`config.mk`:
```
export PLATFORM = sky130hd
export DESIGN_NAME = control_sequencer
export DESIGN_NICKNAME = d
export VERILOG_FILES = /design/src/rtl/ctrl_pkg.sv /design/src/rtl/seq_mem_wait.sv /design/src/rtl/control_sequencer.sv
export SDC_FILE = /design/constraint.sdc
export NUM_CORES = 1
export LEC_CHECK = 0
export ABC_CLOCK_PERIOD_IN_PS = 3500
export CAP_MARGIN = 20
export CORE_ASPECT_RATIO = 0.5
export CORE_MARGIN = 3
export CORE_UTILIZATION = 48
export CTS_BUF_LIST = sky130_fd_sc_hd__clkbuf_2 sky130_fd_sc_hd__clkbuf_4 sky130_fd_sc_hd__clkbuf_8
export CTS_CLUSTER_DIAMETER = 200
export DETAILED_ROUTE_END_ITERATION = 10
export GPL_ROUTABILITY_DRIVEN = 0
export PLACE_DENSITY_LB_ADDON = 0.3
export SYNTH_ARGS = -nofsm -noshare
export SYNTH_HDL_FRONTEND = slang
export SYNTH_SLANG_ARGS = --single-unit
```
`constraint.sdc`:
```
create_clock -name clock -period 3.5 [get_ports clock]
set_input_delay 0.525 -clock clock [delete_from_list [all_inputs] [get_ports clock]]
set_output_delay 0.525 -clock clock [all_outputs]
set_load 0.02 [all_outputs]
```
`src/rtl/ctrl_pkg.sv`:
```
// Shared opcodes, states, step numbers and strobe bundle for the hardwired
// control sequencer.
package ctrl_pkg;

  localparam logic [4:0] OP_LD   = 5'b00000;
  localparam logic [4:0] OP_LDI  = 5'b00001;
  localparam logic [4:0] OP_ST   = 5'b00010;
  localparam logic [4:0] OP_ADD  = 5'b00011;
  localparam logic [4:0] OP_SHL  = 5'b01011;
  localparam logic [4:0] OP_ADDI = 5'b01100;
  localparam logic [4:0] OP_ORI  = 5'b01110;
  localparam logic [4:0] OP_MUL  = 5'b01111;
  localparam logic [4:0] OP_DIV  = 5'b10000;
  localparam logic [4:0] OP_NEG  = 5'b10001;
  localparam logic [4:0] OP_NOT  = 5'b10010;
  localparam logic [4:0] OP_BR   = 5'b10011;
  localparam logic [4:0] OP_JR   = 5'b10100;
  localparam logic [4:0] OP_JAL  = 5'b10101;
  localparam logic [4:0] OP_IN   = 5'b10110;
  localparam logic [4:0] OP_OUT  = 5'b10111;
  localparam logic [4:0] OP_MFHI = 5'b11000;
  localparam logic [4:0] OP_MFLO = 5'b11001;
  localparam logic [4:0] OP_NOP  = 5'b11010;
  localparam logic [4:0] OP_HALT = 5'b11011;

  localparam logic [4:0] ALU_ADD = OP_ADD;

  localparam logic [2:0] T0 = 3'd0;
  localparam logic [2:0] T1 = 3'd1;
  localparam logic [2:0] T2 = 3'd2;
  localparam logic [2:0] T3 = 3'd3;
  localparam logic [2:0] T4 = 3'd4;
  localparam logic [2:0] T5 = 3'd5;
  localparam logic [2:0] T6 = 3'd6;
  localparam logic [2:0] T7 = 3'd7;

  typedef enum logic [2:0] {
    S_FETCH, S_EXEC, S_MWAIT, S_HALTED, S_STOPPED
  } state_e;

  typedef enum logic [3:0] {
    C_LD, C_LDI, C_ST, C_ALU, C_IMM, C_MULDIV, C_UNARY, C_BR,
    C_JR, C_JAL, C_IN, C_OUT, C_MFHI, C_MFLO, C_NOP, C_HALT
  } iclass_e;

  typedef struct packed {
    logic pc_out, inc_pc, pc_in, mar_in, mdr_in, mem_read, mem_write, ir_in;
    logic zhi_out, zlo_out, rz_in, ry_in, hi_in, lo_in, hi_out, lo_out;
    logic mdr_out, c_out, inport_out, outport_in;
    logic gra, grb, grc, r_in, r_out, ba_out, con_in;
    logic [4:0] alu_op;
  } strobe_t;

  // Unlisted opcodes (11100..11111) fall through to nop.
  function automatic iclass_e op_class(input logic [4:0] op);
    iclass_e c;
    c = C_NOP;
    case (op)
      OP_LD:           c = C_LD;
      OP_LDI:          c = C_LDI;
      OP_ST:           c = C_ST;
      OP_MUL, OP_DIV:  c = C_MULDIV;
      OP_NEG, OP_NOT:  c = C_UNARY;
      OP_BR:           c = C_BR;
      OP_JR:           c = C_JR;
      OP_JAL:          c = C_JAL;
      OP_IN:           c = C_IN;
      OP_OUT:          c = C_OUT;
      OP_MFHI:         c = C_MFHI;
      OP_MFLO:         c = C_MFLO;
      OP_HALT:         c = C_HALT;
      default: begin
        if (op >= OP_ADD && op <= OP_SHL)       c = C_ALU;
        else if (op >= OP_ADDI && op <= OP_ORI) c = C_IMM;
      end
    endcase
    return c;
  endfunction

endpackage

```
`src/rtl/seq_mem_wait.sv`:
```
// Loadable down-counter timing the memory wait cycles; done_o marks the
// last wait cycle.
module seq_mem_wait #(
  parameter int unsigned MEM_WAIT = 1
) (
  input  logic clk_i,
  input  logic clear_i,
  input  logic load_i,
  input  logic dec_i,
  output logic done_o
);

  logic [1:0] cnt_q, cnt_d;

  always_comb begin
    cnt_d = cnt_q;
    if (load_i)                 cnt_d = 2'(MEM_WAIT - 1);
    else if (dec_i && cnt_q != '0) cnt_d = cnt_q - 2'd1;
  end

  always_ff @(posedge clk_i) begin
    if (clear_i) cnt_q <= '0;
    else         cnt_q <= cnt_d;
  end

  assign done_o = (cnt_q == '0);

endmodule

```
`src/rtl/control_sequencer.sv`:
```
// Hardwired micro-sequencer: fetch, decode and per-class execute steps,
// with strobes decoded combinationally from state, step and opcode.
module control_sequencer
  import ctrl_pkg::*;
#(
  parameter int unsigned MEM_WAIT = 1,
  parameter int unsigned OPW      = 5
) (
  input  logic        clock,
  input  logic        clear,
  input  logic [31:0] ir,
  input  logic        con_ff,
  input  logic        stop,
  output logic        run,
  output logic [2:0]  step,
  output logic        PCout, IncPC, PCin, MARin, MDRin, Mem_read, Mem_write, IRin,
  output logic        Zhi_out, Zlo_out, RZin, RYin, HIin, LOin, HIout, LOout, MDRout, Cout,
  output logic        Inport_out, Outport_in,
  output logic        Gra, Grb, Grc, Rin, Rout, BAout, CONin,
  output logic [4:0]  alu_op
);

  state_e     state_q, state_d;
  logic [2:0] step_q, step_d;
  logic       wait_load, wait_dec, wait_done, last, mem;
  logic [OPW-1:0] opc;
  iclass_e    cls;
  strobe_t    s, so;
  logic       unused_ir;

  assign opc       = ir[31 -: OPW];
  assign cls       = op_class(opc);
  assign unused_ir = ^ir[31-OPW:0];

  seq_mem_wait #(.MEM_WAIT(MEM_WAIT)) u_wait (
    .clk_i   (clock),
    .clear_i (clear),
    .load_i  (wait_load),
    .dec_i   (wait_dec),
    .done_o  (wait_done)
  );

  always_ff @(posedge clock) begin
    if (clear) begin
      state_q <= S_FETCH;
      step_q  <= T0;
    end else begin
      state_q <= state_d;
      step_q  <= step_d;
    end
  end

  always_comb begin
    state_d = state_q;
    step_d = step_q;
    s = '0;
    wait_load = 1'b0;
    wait_dec = 1'b0;
    last = 1'b0;
    mem = 1'b0;
    case (state_q)
      S_FETCH: begin
        case (step_q)
          T0: begin
            if (stop) state_d = S_STOPPED;
            else begin
              s.pc_out = 1'b1; s.mar_in = 1'b1; s.inc_pc = 1'b1; s.rz_in = 1'b1;
              step_d = T1;
            end
          end
          T1: begin
            s.zlo_out = 1'b1; s.pc_in = 1'b1; s.mem_read = 1'b1; s.mdr_in = 1'b1;
            state_d = S_MWAIT;
            wait_load = 1'b1;
          end
          default: begin
            s.mdr_out = 1'b1; s.ir_in = 1'b1;
            state_d = S_EXEC;
            step_d = T3;
          end
        endcase
      end
      S_EXEC: begin
        case (cls)
          C_LD, C_LDI, C_ST: begin
            case (step_q)
              T3: begin s.grb = 1'b1; s.ba_out = 1'b1; s.ry_in = 1'b1; end
              T4: begin s.c_out = 1'b1; s.alu_op = ALU_ADD; s.rz_in = 1'b1; end
              T5: begin
                s.zlo_out = 1'b1;
                if (cls == C_LDI) begin s.gra = 1'b1; s.r_in = 1'b1; last = 1'b1; end
                else s.mar_in = 1'b1;
              end
              T6: begin
                s.mdr_in = 1'b1;
                if (cls == C_LD) begin s.mem_read = 1'b1; mem = 1'b1; end
                else begin s.gra = 1'b1; s.r_out = 1'b1; end
              end
              default: begin
                if (cls == C_LD) begin s.mdr_out = 1'b1; s.gra = 1'b1; s.r_in = 1'b1; last = 1'b1; end
                else begin s.mem_write = 1'b1; mem = 1'b1; end
              end
            endcase
          end
          C_ALU, C_IMM: begin
            case (step_q)
              T3: begin s.grb = 1'b1; s.r_out = 1'b1; s.ry_in = 1'b1; end
              T4: begin
                if (cls == C_ALU) begin s.grc = 1'b1; s.r_out = 1'b1; end
                else s.c_out = 1'b1;
                s.alu_op = opc; s.rz_in = 1'b1;
              end
              default: begin s.zlo_out = 1'b1; s.gra = 1'b1; s.r_in = 1'b1; last = 1'b1; end
            endcase
          end
          C_MULDIV: begin
            case (step_q)
              T3: begin s.gra = 1'b1; s.r_out = 1'b1; s.ry_in = 1'b1; end
              T4: begin s.grb = 1'b1; s.r_out = 1'b1; s.rz_in = 1'b1; end
              T5: begin s.zlo_out = 1'b1; s.lo_in = 1'b1; end
              default: begin s.zhi_out = 1'b1; s.hi_in = 1'b1; last = 1'b1; end
            endcase
          end
          C_UNARY: begin
            if (step_q == T3) begin s.grb = 1'b1; s.r_out = 1'b1; s.alu_op = opc; s.rz_in = 1'b1; end
            else begin s.zlo_out = 1'b1; s.gra = 1'b1; s.r_in = 1'b1; last = 1'b1; end
          end
          C_BR: begin
            // Not-taken branches end at T5 since con_ff is already valid there.
            case (step_q)
              T3: begin s.gra = 1'b1; s.r_out = 1'b1; s.con_in = 1'b1; end
              T4: begin s.pc_out = 1'b1; s.ry_in = 1'b1; end
              T5: begin s.c_out = 1'b1; s.alu_op = ALU_ADD; s.rz_in = 1'b1; last = !con_ff; end
              default: begin s.zlo_out = 1'b1; s.pc_in = 1'b1; last = 1'b1; end
            endcase
          end
          C_JR: begin s.gra = 1'b1; s.r_out = 1'b1; s.pc_in = 1'b1; last = 1'b1; end
          C_JAL: begin
            if (step_q == T3) begin s.pc_out = 1'b1; s.grb = 1'b1; s.r_in = 1'b1; end
            else begin s.gra = 1'b1; s.r_out = 1'b1; s.pc_in = 1'b1; last = 1'b1; end
          end
          C_IN:   begin s.inport_out = 1'b1; s.gra = 1'b1; s.r_in = 1'b1; last = 1'b1; end
          C_OUT:  begin s.gra = 1'b1; s.r_out = 1'b1; s.outport_in = 1'b1; last = 1'b1; end
          C_MFHI: begin s.hi_out = 1'b1; s.gra = 1'b1; s.r_in = 1'b1; last = 1'b1; end
          C_MFLO: begin s.lo_out = 1'b1; s.gra = 1'b1; s.r_in = 1'b1; last = 1'b1; end
          C_HALT: ;
          default: last = 1'b1;
        endcase
        if (cls == C_HALT) begin
          state_d = S_HALTED;
          step_d = T0;
        end else if (mem) begin
          state_d = S_MWAIT;
          wait_load = 1'b1;
        end else if (last) begin
          state_d = S_FETCH;
          step_d = T0;
        end else begin
          step_d = step_q + 3'd1;
        end
      end
      S_MWAIT: begin
        // step_q still holds the step that started the wait: T1 fetch, T6 load, T7 store.
        wait_dec = 1'b1;
        if (step_q == T7) s.mem_write = 1'b1;
        else begin s.mem_read = 1'b1; s.mdr_in = 1'b1; end
        if (wait_done) begin
          if (step_q == T1) begin state_d = S_FETCH; step_d = T2; end
          else if (step_q == T7) begin state_d = S_FETCH; step_d = T0; end
          else begin state_d = S_EXEC; step_d = step_q + 3'd1; end
        end
      end
      S_HALTED: ;
      default: begin
        if (!stop) begin
          state_d = S_FETCH;
          step_d = T0;
        end
      end
    endcase
  end

  assign so   = clear ? '0 : s;
  assign run  = (state_q == S_FETCH) || (state_q == S_EXEC) || (state_q == S_MWAIT);
  assign step = step_q;

  assign PCout = so.pc_out;       assign IncPC = so.inc_pc;     assign PCin = so.pc_in;
  assign MARin = so.mar_in;       assign MDRin = so.mdr_in;     assign Mem_read = so.mem_read;
  assign Mem_write = so.mem_write; assign IRin = so.ir_in;      assign Zhi_out = so.zhi_out;
  assign Zlo_out = so.zlo_out;    assign RZin = so.rz_in;       assign RYin = so.ry_in;
  assign HIin = so.hi_in;         assign LOin = so.lo_in;       assign HIout = so.hi_out;
  assign LOout = so.lo_out;       assign MDRout = so.mdr_out;   assign Cout = so.c_out;
  assign Inport_out = so.inport_out; assign Outport_in = so.outport_in;
  assign Gra = so.gra;            assign Grb = so.grb;          assign Grc = so.grc;
  assign Rin = so.r_in;           assign Rout = so.r_out;       assign BAout = so.ba_out;
  assign CONin = so.con_in;       assign alu_op = so.alu_op;

endmodule

```
== Word-level counts from Yosys, hierarchy flattened ==
Cells that the tools add are included.

* Register bits: 8
* Bits of input ports: 36
* Output and inout bits: 36
* Logic and storage cells: 188

* Add/sub/neg operators: 2
* $lt $le $gt $ge: 4
* Equal/unequal tests: 44
* Muxes and demuxes: 101
* Bitwise gates (word level): 1
* Reduce and logical (&&, ||, !) cells: 33

{| class="wikitable"
|+ Operators with widths
! cell !! number
|-
| == test 5 bit (second input constant) || 11
|-
| case mux 4 bit (13 select lines) || 1
|-
| 2-to-1 mux 1 bit || 44
|-
| 2-to-1 mux 3 bit || 13
|-
| 2-to-1 mux 32 bit || 1
|-
| == test 4 bit (second input constant) || 7
|-
| case mux 3 bit (4 select lines) || 2
|-
| case mux 1 bit (2 select lines) || 11
|-
| case mux 5 bit (4 select lines) || 1
|-
| OR reduction 2 bit || 10
|-
| == test 4 x 3 -> 1 bit (second input constant) || 4
|-
| 2-to-1 mux 2 bit || 8
|-
| 2-to-1 mux 15 bit || 1
|-
| 2-to-1 mux 5 bit || 3
|-
| == test 3 bit (second input constant) || 4
|-
| 2-to-1 mux 4 bit || 3
|-
| case mux 1 bit (6 select lines) || 2
|-
| case mux 3 bit (2 select lines) || 2
|-
| OR reduction 3 bit || 4
|-
| less-or-equal comparator 5 x 4 -> 1 bit (second input constant) || 2
|-
| case mux 1 bit (5 select lines) || 2
|-
| == test 3 x 2 -> 1 bit (second input constant) || 3
|-
| != test 3 bit (second input constant) || 3
|-
| case mux 1 bit (3 select lines) || 3
|-
| other kinds (32) || 40
|}

== Longest topological paths before layout ==
* Word-level depth: 14
* Depth in mapped cells: 10
* Mapped depth without buffers: 8

== Hierarchy ==
From an unflattened synthesis, not the netlist that was laid out.

* Cell total of the unflattened synthesis: 264
* Area, all modules: 1689.1 um^2

{| class="wikitable"
|+ Modules (own cells, without submodules)
! module !! instances !! cells an instance !! area each (um^2) !! sequential area each (um^2)
|-
| control_sequencer || 1 || 254 || 1580.3 || 120.1
|-
| seq_mem_wait || 1 || 10 || 108.9 || 40.0
|}

== Least setup slack after synthesis ==
OpenSTA, ideal clock, no wires.

* Kind: register to output
* From: reg step_q[0] (netlist: step[0])
* To: out Gra
* Arrival: 2.115 ns
* Data required time: 2.975 ns
* Path slack: 0.860 ns
* Stages on the path, launching flop included: 9
* Buffers on the path: 1
* Path through: dfxtp_1 -> inv_1 -> ha_1 -> buf_2 -> o31a_1 -> o32ai_1 -> a21o_1 -> a211oi_2 -> a21oi_1

* Word-level cells in the longest chain between the ends: 6
* Elaborated cells between the ends (all ways): 12
* Those cells by class: 4 x eq/ne; 7 x mux; 1 x reduce/logical

{| class="wikitable"
|+ Ends and longest elaborated chain
! item !! line !! text
|-
| start: declaration || control_sequencer.sv:24 || <nowiki>logic [2:0] step_q, step_d;</nowiki>
|-
| start signal: assignment || control_sequencer.sv:49 || <nowiki>step_q <= step_d;</nowiki>
|-
| == test 3 x 2 -> 1 bit or == test 3 bit (tied branches) || n/a ||
|-
| OR reduction 2 bit (no line) || n/a ||
|-
| case mux 1 bit (3 select lines) or 2-to-1 mux 1 bit (tied branches) || control_sequencer.sv:86, control_sequencer.sv:106 ||
|-
| case mux 1 bit (5 select lines) (*) || control_sequencer.sv:84 || <nowiki>case (cls)</nowiki>
|-
| 2-to-1 mux 15 bit (*) || control_sequencer.sv:61 || <nowiki>case (state_q)</nowiki>
|-
| 2-to-1 mux 32 bit (*) || control_sequencer.sv:183 || <nowiki>assign so = clear ? '0 : s;</nowiki>
|-
| end: declaration || control_sequencer.sv:19 || <nowiki>output logic Gra, Grb, Grc, Rin, Rout, BAout, CONin,</nowiki>
|}

Every way passes the cells marked *; elsewhere a longest branch is shown, timed or not.

== Worst setup path after layout ==
* From: in ir[30]
* To: out MDRin

* Word-level cells in the longest chain between the ends: 10
* Elaborated cells between the ends (all ways): 33
* Those cells by class: 4 x order compare; 16 x eq/ne; 6 x mux; 7 x reduce/logical

{| class="wikitable"
|+ Ends and longest elaborated chain
! item !! line !! text
|-
| start: declaration || control_sequencer.sv:11 || <nowiki>input logic [31:0] ir,</nowiki>
|-
| >= comparator 5 x 4 -> 1 bit or less-or-equal comparator 5 x 4 -> 1 bit (tied branches) || ctrl_pkg.sv:74 || <nowiki>else if (op >= OP_ADDI && op <= OP_ORI) c = C_IMM;</nowiki>
|-
| logical AND 1 bit || ctrl_pkg.sv:74 ||
|-
| 2-to-1 mux 4 bit || ctrl_pkg.sv:74 ||
|-
| 2-to-1 mux 4 bit || ctrl_pkg.sv:73 || <nowiki>if (op >= OP_ADD && op <= OP_SHL) c = C_ALU;</nowiki>
|-
| case mux 4 bit (13 select lines) (*) || ctrl_pkg.sv:58 || <nowiki>case (op)</nowiki>
|-
| == test 4 x 1 -> 1 bit, or another cell as far along || control_sequencer.sv:84 ||
|-
| OR reduction 3 bit (*) || control_sequencer.sv:84 ||
|-
| 2-to-1 mux 4 bit (*) || control_sequencer.sv:84 ||
|-
| case mux 2 bit (3 select lines) (*) || control_sequencer.sv:61 ||
|-
| 2-to-1 mux 32 bit (*) || control_sequencer.sv:183 ||
|-
| end: declaration || control_sequencer.sv:16 || <nowiki>output logic PCout, IncPC, PCin, MARin, MDRin, Mem_read, Mem_write, IRin,</nowiki>
|}

Marks and branches as above.

==> metrics <==
Reg2Reg Capture Point=state_q[0]; Clock Tree Buf Depth=2; CORE AREA=3210 um2; CP bufs+invs=3; Hold Buf Count CTS=0; Worst path max stage delay=640 ps; Peak VDD IR=0.168 mV; Avg Cell Area, Syn=6.39 um2; IO Pins=72; Final Hold Fails=0; fin crit share=97.0%; Root Driver=clkbuf_8; slew at the pin with the worst max-slew slack=510 ps; total CTS buffers=3; clk slew on worst S/H paths=40 ps; CTS tree=built; Critical path origin=ir[30]; post-synth cell types=59; Post-Synthesis Cells=270; DR DRC count=0; Yosys warnings=0; DRT antenna net count=0; Tot GR Track Use=26.9%; status=completed; CP Depth=8; Yosys reg bits=8; EDFF count, synth=0; Core Rows=14; WP data arrival=2870 ps; Critical Path Fanout Max=5; Mapped Nets=313; Worst Hold Class=flop to flop; Crit Path Class=input port to output port; most frequent CP cell=clkdlybuf4s50_1; drt first-iter violations=268; crit path cell chain=clkdlybuf4s50_1, or2_1, or3_1, buf_4, nor2_1, nand3_1, a21oi_1, clkdlybuf4s50_1; fin util=73.1%; Layout Nets=362; Fin Setup TNS=0 ps; Max Clk Rate=294 MHz; R2R setup slack=940 ps; post-route cell area=2340 um2; vias in the first global route=2173; Rel. slew slack=65.4%; Final Skew=1.94 ps; final slew viol count=0; Area growth syn-to-layout=35.9%; Setup crit end kind=output port; first-pass GRT wire length=9980 um; Initial Util=53.8%; Max Cap Violations=0; Top delay family on crit path=buffers and inverters; routed wire length=5850 um; Critical Path RT=2970 ps; top_reg_cell synth=dfxtp_1; worst hold path depth=2; r2r startpoint=step[1]; global route overflow=0; Worst R2R Path Depth=9; # port buffers=44; CTS sink count=8; sequential share of the synthesized area=9.28%; routed vias=2316; Clk Latency, worst-skew pair=230 ps; ys async rst share=0%; Die X=90.8 um; placed cell areas=2290 um2; largest net degree at the start of global routing=21; critical path startpoint category=input port; fin crit period=3400 ps; drt wl/cell=16.0 um; initial antenna violation count=0; unrepaired setup endpoints after global routing=false; critical path's slowest cell=clkdlybuf4s50_1; DP HPWL=4510 um; share of cells above drive strength 1=12.9%; LEAKAGE=0.856 nW; Power Total=0.000988 W; Mapped Area=1730 um2; crit path capture=MDRin; pwr/cell area=421 nW/um2; htree depth=1; Final Setup Violations=0; TritonRoute pass-1 iters=6; die area=4390 um2; Die H=48.4 um; drt via density=6.35; number of diodes=0
synth_stat cells (5+ instances only):
cell type | instances | area, um2
nor2b_1 | 7 | 43.8
o32ai_1 | 5 | 43.8
nor3_1 | 8 | 40.0
dfxtp_1 | 8 | 160
inv_1 | 8 | 30.0
or3_1 | 7 | 43.8
o21ai_0 | 12 | 60.1
a21oi_1 | 29 | 145
nand3b_1 | 5 | 37.5
ha_1 | 7 | 87.6
a21o_1 | 5 | 37.5
nand2b_1 | 10 | 62.6
nand3_1 | 12 | 60.1
buf_2 | 8 | 40.0
clkbuf_1 | 12 | 45.0
nor2_1 | 29 | 109
nand2_1 | 26 | 97.6
final cells by class:
cell class,count,area (um2)
inverter,8,30.0
fill,263,861
tap,48,60.1
timing repair buffer,70,641
multi-input combinational,228,1410
sequential,8,160
clock buffer,3,41.3
sequential cells by signal, summed over array words and instances, names as in the netlist:
| signal | flops |
|---|---|
| state_q | 3 |
| step | 3 |
| u_wait.cnt_q | 2 |
worst reg2reg max path: cells and delay by family (launching register included):
| kind | cells | cell delay (ps) |
|---|---|---|
| AOI/OAI and AO/OA | 4 | 800 |
| DFF | 1 | 470 |
| adders and majority gates | 2 | 460 |
| buffers and inverters | 2 | 440 |
| muxes | 1 | 290 |
what timing repair did:
action	in CTS	in global routing
setup buffers	0	0
endpoints found under the setup margin	0	4
resized for setup	0	3
worst min-delay path by stage:
| stage | startpoint | slack, ps | to |
|---|---|---|---|
| after floorplan | u_wait.cnt_q[1] | 480 | u_wait.cnt_q[1] |
| after global placement | u_wait.cnt_q[1] | 490 | u_wait.cnt_q[1] |
| after detailed placement | u_wait.cnt_q[1] | 500 | u_wait.cnt_q[1] |
| after CTS | u_wait.cnt_q[1] | 500 | u_wait.cnt_q[1] |
| after global routing | u_wait.cnt_q[1] | 560 | u_wait.cnt_q[1] |
| final | u_wait.cnt_q[1] | 500 | u_wait.cnt_q[1] |
layer usage:
layer | GRT usage (%) | wire length, um | share of wire, %
met1 | 36.4 | 2530 | 43
met2 | 43.7 | 2730 | 47
met3 | 3.25 | 501 | 8.6
met4 | 10.8 | 93 | 1.6
met5 | 0 | 0 | 0
power breakdown:
part / leakage [nW] / total, W / internal, W / switching, W
Clock: 0.0216 / 0.000111 / 0.0000745 / 0.0000366
Sequential: 0.0652 / 0.000155 / 0.000114 / 0.0000405
Combinational: 0.770 / 0.000721 / 0.000307 / 0.000414
Total: 0.856 / 0.000988 / 0.000496 / 0.000491
cells by family (layout without fill, tap and decap cells):
logic type	count (synthesis)	after routing	share of synthesized area, %
simple gates	126	126	38.2
compound gates	90	90	35.4
buf+inv	34	81	9.06
fa+ha+maj	8	8	5.66
flops	8	8	9.28
xor+xnor	3	3	1.52
mux	1	1	0.870
cell usage in the layout (no fill, tap or decap), drive strengths merged, types with 8 or more instances in the layout:
master | synthesis | final
o21ai | 13 | 13
dfxtp | 8 | 8
a21oi | 29 | 29
clkdlybuf4s50 | 0 | 42
nand2 | 26 | 26
nand2b | 10 | 10
nand3 | 12 | 12
inv | 8 | 8
nor3 | 9 | 9
buf | 14 | 26
nor2 | 29 | 29
metrics by stage:
stage	hold slack, ps	worst slack [ps]	instances
after global routing	557	12.8	365
after CTS	501	62.3	365
final	499	104	365
after floorplan	476	860	270
after detailed placement	495	47.7	362
after global placement	494	165	362
Power figures use the tool's default switching activity.
